[src/rtl/floppy_timer_sched_if.sv]
// rtl/floppy_timer_sched_if.sv - peripheral bus bundle for the floppy timer scheduler
// Purpose: groups the CPU-side register bus of floppy_timer_sched.
// Signals: addr (register select), di (write data), wren (single-cycle write
// strobe), q (read data, combinational from addr).
// Modports: master = CPU side, slave = timer block side.
interface floppy_timer_sched_if;
    logic [2:0] addr;
    logic [7:0] di;
    logic       wren;
    logic [7:0] q;

    modport master (output addr, output di, output wren, input q);
    modport slave  (input addr, input di, input wren, output q);
endinterface

[src/rtl/floppy_timer_sched.sv]
// rtl/floppy_timer_sched.sv - four-channel 8-bit countdown timer scheduler with shared prescaler
// Purpose: a prescaler produces a tick every DIV = MCLKFREQ/TICKHZ clocks; each
// tick launches a 4-cycle sweep that decrements one channel per clock and
// latches expiry flags, which raise a maskable registered interrupt.
// Ports:
//   clk     - master clock, rising edge
//   reset_n - asynchronous active-low reset
//   bus     - register bus (addr, di, wren in; q out)
//   irq     - registered |(flags & mask)
//   tick    - one-cycle pulse at each prescaler wrap
// Register map: 0-3 CNT0..3, 4 STATUS (W1C), 5 MASK, 6 PEND (RO), 7 reads 0.
module floppy_timer_sched #(
    parameter int unsigned MCLKFREQ = 24000000,
    parameter int unsigned TICKHZ   = 100
) (
    input  logic                 clk,
    input  logic                 reset_n,
    floppy_timer_sched_if.slave  bus,
    output logic                 irq,
    output logic                 tick
);
    localparam int unsigned DIV    = MCLKFREQ / TICKHZ;
    localparam logic [23:0] RELOAD = 24'(DIV - 1);

    // A sweep lasts 4 clocks; DIV >= 8 guarantees no tick lands inside one.
    generate
        if (DIV < 8) begin : g_div_check
            $error("floppy_timer_sched: MCLKFREQ/TICKHZ must be >= 8");
        end
    endgenerate

    typedef enum logic {ST_IDLE, ST_SCAN} state_t;

    state_t      state_q, state_d;
    logic [1:0]  idx_q, idx_d;
    logic [23:0] presc_q, presc_d;
    logic        tick_q, tick_d;
    logic [7:0]  cnt_q [4];
    logic [7:0]  cnt_d [4];
    logic [3:0]  flags_q, flags_d;
    logic [3:0]  mask_q, mask_d;
    logic        irq_q, irq_d;

    logic [3:0]  set_v;
    logic [3:0]  clr_v;
    logic        cpu_hits_idx;

    always_comb begin
        presc_d      = (presc_q == 24'd0) ? RELOAD : presc_q - 24'd1;
        tick_d       = (presc_q == 24'd0);
        state_d      = state_q;
        idx_d        = idx_q;
        cnt_d        = cnt_q;
        mask_d       = mask_q;
        set_v        = 4'b0000;
        clr_v        = 4'b0000;
        cpu_hits_idx = bus.wren && (bus.addr == {1'b0, idx_q});

        case (state_q)
            ST_IDLE: begin
                if (tick_q) begin
                    state_d = ST_SCAN;
                    idx_d   = 2'd0;
                end
            end
            ST_SCAN: begin
                idx_d = idx_q + 2'd1;
                if (idx_q == 2'd3) begin
                    state_d = ST_IDLE;
                end
                // A CPU load of the channel being serviced suppresses its decrement.
                if (!cpu_hits_idx && (cnt_q[idx_q] != 8'd0)) begin
                    cnt_d[idx_q] = cnt_q[idx_q] - 8'd1;
                    if (cnt_q[idx_q] == 8'd1) begin
                        set_v[idx_q] = 1'b1;
                    end
                end
            end
            default: begin
                state_d = ST_IDLE;
            end
        endcase

        if (bus.wren) begin
            case (bus.addr)
                3'd0, 3'd1, 3'd2, 3'd3: cnt_d[bus.addr[1:0]] = bus.di;
                3'd4:                   clr_v  = bus.di[3:0];
                3'd5:                   mask_d = bus.di[3:0];
                default: ;
            endcase
        end

        // Set takes priority over a same-cycle write-1-to-clear.
        flags_d = (flags_q & ~clr_v) | set_v;
        irq_d   = |(flags_q & mask_q);
    end

    always_ff @(posedge clk or negedge reset_n) begin
        if (!reset_n) begin
            state_q <= ST_IDLE;
            idx_q   <= 2'd0;
            presc_q <= RELOAD;
            tick_q  <= 1'b0;
            for (int i = 0; i < 4; i++) begin
                cnt_q[i] <= 8'd0;
            end
            flags_q <= 4'b0000;
            mask_q  <= 4'b0000;
            irq_q   <= 1'b0;
        end else begin
            state_q <= state_d;
            idx_q   <= idx_d;
            presc_q <= presc_d;
            tick_q  <= tick_d;
            for (int i = 0; i < 4; i++) begin
                cnt_q[i] <= cnt_d[i];
            end
            flags_q <= flags_d;
            mask_q  <= mask_d;
            irq_q   <= irq_d;
        end
    end

    always_comb begin
        case (bus.addr)
            3'd0, 3'd1, 3'd2, 3'd3: bus.q = cnt_q[bus.addr[1:0]];
            3'd4:                   bus.q = {4'b0000, flags_q};
            3'd5:                   bus.q = {4'b0000, mask_q};
            3'd6:                   bus.q = {4'b0000, flags_q & mask_q};
            default:                bus.q = 8'h00;
        endcase
    end

    assign irq  = irq_q;
    assign tick = tick_q;
endmodule

[src/flat_wrapper.sv]
// flat-port wrapper written by rule: the top's interface ports become plain ports
module floppy_timer_sched_flat 
#(
    parameter int unsigned MCLKFREQ = 24000000,
    parameter int unsigned TICKHZ   = 100
)
  (clk, reset_n, irq, tick, bus_addr, bus_di, bus_wren, bus_q);
  floppy_timer_sched_if bus_i ();
  input  logic clk;
  input  logic reset_n;
  output logic irq;
  output logic tick;
  input wire logic [$bits(bus_i.addr)-1:0] bus_addr;
  input wire logic [$bits(bus_i.di)-1:0] bus_di;
  input wire logic [$bits(bus_i.wren)-1:0] bus_wren;
  output wire logic [$bits(bus_i.q)-1:0] bus_q;
  assign bus_i.addr = bus_addr;
  assign bus_i.di = bus_di;
  assign bus_i.wren = bus_wren;
  assign bus_q = bus_i.q;
  floppy_timer_sched #(.MCLKFREQ(MCLKFREQ), .TICKHZ(TICKHZ)) u_core (.clk(clk), .reset_n(reset_n), .bus(bus_i), .irq(irq), .tick(tick));
endmodule
[config.mk]
export PLATFORM = sky130hd
export DESIGN_NAME = floppy_timer_sched_flat
export DESIGN_NICKNAME = d
export VERILOG_FILES = /design/src/rtl/floppy_timer_sched_if.sv /design/src/rtl/floppy_timer_sched.sv /design/src/flat_wrapper.sv
export SDC_FILE = /design/constraint.sdc
export NUM_CORES = 1
export LEC_CHECK = 0
export CORE_ASPECT_RATIO = 2
export CORE_MARGIN = 5
export CORE_UTILIZATION = 50
export DETAILED_ROUTE_END_ITERATION = 6
export GPL_TIMING_DRIVEN = 0
export PLACE_DENSITY = 0.71
export SETUP_SLACK_MARGIN = 0.02
export SLEW_MARGIN = 30
export SYNTH_ARGS = -nofsm -noshare
export SYNTH_HDL_FRONTEND = slang
export SYNTH_SLANG_ARGS = --single-unit
[constraint.sdc]
create_clock -name clk -period 3.6 [get_ports clk]
set_clock_uncertainty 0.05 [all_clocks]
set_input_delay 0.9 -clock clk [delete_from_list [all_inputs] [get_ports clk]]
set_output_delay 0.9 -clock clk [all_outputs]
set_load 0.02 [all_outputs]
==> key figures <==
STA
  • Final-report max-slew violation count: 0
  • Part of the cycle the worst path needs: 98.50%
  • Tmin final: 3.546 ns
  • Hold Vio Cnt, Final: 0
  • Slew margin rel.: 38.31%
  • Setup ws final: 0.05400 ns
  • RSZ-0062 raised after global routing: false
  • Worst Tran Pin Value: 0.9237 ns
  • Max Clock Freq: 0.2820 GHz
  • Setup Viol. Count Final: 0

Routing
  • Residual DRC: 0
  • Via count: 3272
  • Initial drt markers: 264
  • WL per Instance: 20.45 um
  • Detailed-router iteration count before antenna repair: 5
  • Total Wirelength: 10880 um
  • Post-DRT Antenna Nets: 0
  • Post-detailed-route via-to-cell ratio: 6.150

CTS
  • Clock Latency Late Sink: 0.33 ns
  • Num CTS Buffers: 9
  • CTS Hold Bufs: 0
  • CTS tree: built
  • H-tree levels: 3
  • Reg clk slew, reported paths: 0.05 ns
  • Setup Fix Bufs, Post-CTS: 0
  • Clk buf depth: 2
  • Root buffer cell: clkbuf_16
  • CTS sink cnt: 69

Worst setup path
  • Setup crit start: bus_addr[0]
  • Startpoint class of the critical path: input port
  • Critical Path AT: 2.60 ns
  • CP max stage delay: 0.53 ns
  • WP data required: 2.65 ns
  • Critical-path top delay cell: mux4_2
  • Critical path type: input port to output pin
  • Reg-to-Reg Start: u_core.idx_q[0]$_DFFE_PN0P_
  • Most common cell on crit path: dlygate4sd2_1
  • CP cell instances: dlygate4sd2_1, buf_6, clkbuf_8, mux4_2, nor2_1, a21oi_1, dlygate4sd2_1
  • CP Max Fanout: 10
  • CP endpoint kind: output pin

Cells and area
  • Multi-input gate area: 2208 sq um
  • Filler cells: 670
  • ANT cells: 0
  • Area delta synth->final: 18.28%
  • Fraction of layout cells with a size suffix above 1: 17.20%
  • Layout Utilization: 60.55%
  • Reg area: 1743 sq um
  • Post-route non-filler standard cell count: 532
  • Layout Nets: 453

GRT
  • Number of global-route vias before repair: 3580
  • All-Layer GR Usage: 23.73%
  • Largest net degree at the start of global routing: 47
  • Total grt overflow: 0
  • First-pass GRT wire length: 17730 um
  • Antenna violations before repair: 0

Power and ir drop
  • Flop pwr share: 39.7%
  • PwrDens: 497.9 nW/um^2
  • Total Power: 2.395 mW
  • Worst VDD drop: 0.6005 mV
  • P_int: 1.732 mW
  • Net switching power: 0.6629 mW
  • P_leak: 1.939 nW
  • Clock group share of total power: 40.0%
  • Switching Share: 27.68%
  • Comb power frac: 20.3%

Synthesis
  • Synth Instances: 395
  • Seq cells post-synth: 69
  • Yosys warnings: 0
  • Syn_area_per_cell: 10.29 sq um
  • Sequential-to-total area share from yosys stat: 42.86%
  • Top post-synthesis cells by count: 65 x nand2_1, 56 x dfrtp_1, 24 x nor2_1, 24 x o21ai_0, 21 x mux2i_1
  • EDFF count, synth: 0
  • Yosys cell types: 47
  • Syn Nets: 417
  • Synth Flop Type: dfrtp_1
  • Cell Area, Synth: 4066 sq um
  • Yosys top cell area share: 34.46%
  • Synth top area cells: dfrtp_1 34%, dfstp_2 8.4%, mux4_2 6.1%
  • Most numerous cell in the Yosys netlist: nand2_1
  • Share of synthesized registers carrying an async set or reset: 100.0%
  • Area leader, netlist: dfrtp_1

Outcome
  • Outcome: finished clean

Die
  • Die footprint: 10150 sq um
  • # IOs: 24
  • Rows: 46
  • Area of the core: 7943 sq um
  • DIE WIDTH: 73.77 um
  • Initial core utilization: 51.20%
  • DIE HEIGHT: 137.5 um

Placed design
  • Placed cells: 515
  • Post-DP HPWL: 8022 um
  • Final RePlAce weighted congestion: 0.8903
  • Port bufs: 23
  • Dpl ws: -0.9382 ns

Job
  • Max_cap viols: 0

Worst hold path
  • Hold WC Path Type: input port to asynchronous set/reset pin
[critical path, delay by kind of cell]
| kind | cells | cell delay [ns] |
|---|---|---|
| AO/OA/AOI/OAI | 1 | 0.05 |
| AND/OR/NAND/NOR | 1 | 0.12 |
| buffers and inverters | 4 | 0.99 |
| multiplexers | 1 | 0.53 |
[per-layer routing]
layer	global-route usage (%)	wire length [um]
met5	0	0
met4	16.13	791
met3	4.894	381
met2	42.59	6042
met1	23.46	3665
[sequential cells by signal, summed over array words and instances (netlist names)]
| register | cells |
|---|---|
| u_core.mask_q | 4 |
| u_core.presc_q | 24 |
| u_core.tick | 1 |
| u_core.irq | 1 |
| u_core.idx_q | 2 |
| u_core.flags_q | 4 |
| u_core.cnt_q | 32 |
| u_core.state_q | 1 |
[per-stage QoR]
| stage | TNS, ns | area [sq um] | hold WS [ns] |
|---|---|---|---|
| 2_1_floorplan | 0 | 4066 | 0.3927 |
| 3_3_place_gp | -45.23 | 4417 | 0.4032 |
| 3_5_place_dp | -5.285 | 4442 | 0.4116 |
| 4_1_cts | 0 | 4808 | 0.4242 |
| 5_1_grt | 0 | 4810 | 0.4397 |
| 6_report | 0 | 4810 | 0.4209 |
[kinds of logic (layout without fill, tap and decap cells)]
kind of cell	Yosys count	count (layout)	synth area share, %
flops	69	69	42.86
mux	46	46	16.62
xor+xnor	19	19	4.092
fa+ha+maj	8	8	2.462
buf+inv	31	72	3.169
simple gates	149	149	18.34
compound gates	73	73	12.46
[power by group through the flow]
stage | Clock (mW) | Combinational (mW) | Sequential, mW
finish | 0.958 | 0.486 | 0.951
global route | 1.02 | 0.527 | 0.962
CTS | 0.973 | 0.487 | 0.949
detailed placement | 0 | 0.484 | 0.959
global placement | 0 | 0.465 | 0.951
floorplan | 0 | 0.338 | 0.929
[placed cells by master, fill, tap and decap left out, types with 11 or more instances in the layout]
cell type	n
nand2_1	65
dfrtp_1	56
mux4_2	11
mux2i_1	21
inv_1	15
clkdlybuf4s50_1	15
dfstp_2	13
nor2_1	23
o21ai_0	24
[final timing paths]
kind / to / slack (ns) / cells past startpoint
setup / recovery: bus_q[0] / 0.05 / 7
hold / removal: u_core.cnt_q[28]$_DFF_PN0_ / 0.42 / 1
setup reg to reg: u_core.cnt_q[8]$_DFF_PN0_ / 0.46 / 9
hold reg to reg: u_core.presc_q[0]$_DFF_PN1_ / 0.42 / 1
max in group asynchronous: u_core.presc_q[15]$_DFF_PN1_ / 2.47 / 2
min in group clk: u_core.presc_q[0]$_DFF_PN1_ / 0.42 / 1
[final cells by class]
| class | instances | area share [%] |
|---|---|---|
| Clock buffer | 12 | 5.333 |
| Clock inverter | 4 | 1.457 |
| Tap cell | 96 | 2.497 |
| Inverter | 15 | 1.171 |
| Sequential cell | 69 | 36.24 |
| Buffer | 16 | 2.081 |
| Multi-Input combinational cell | 295 | 45.92 |
| Timing Repair Buffer | 25 | 5.307 |
[what timing repair did]
item                       CTS  global route
cloned                       1             0
setup endpoints to repair    8             1
gates resized for setup     21             1
(Power assumes the default switching activity.)
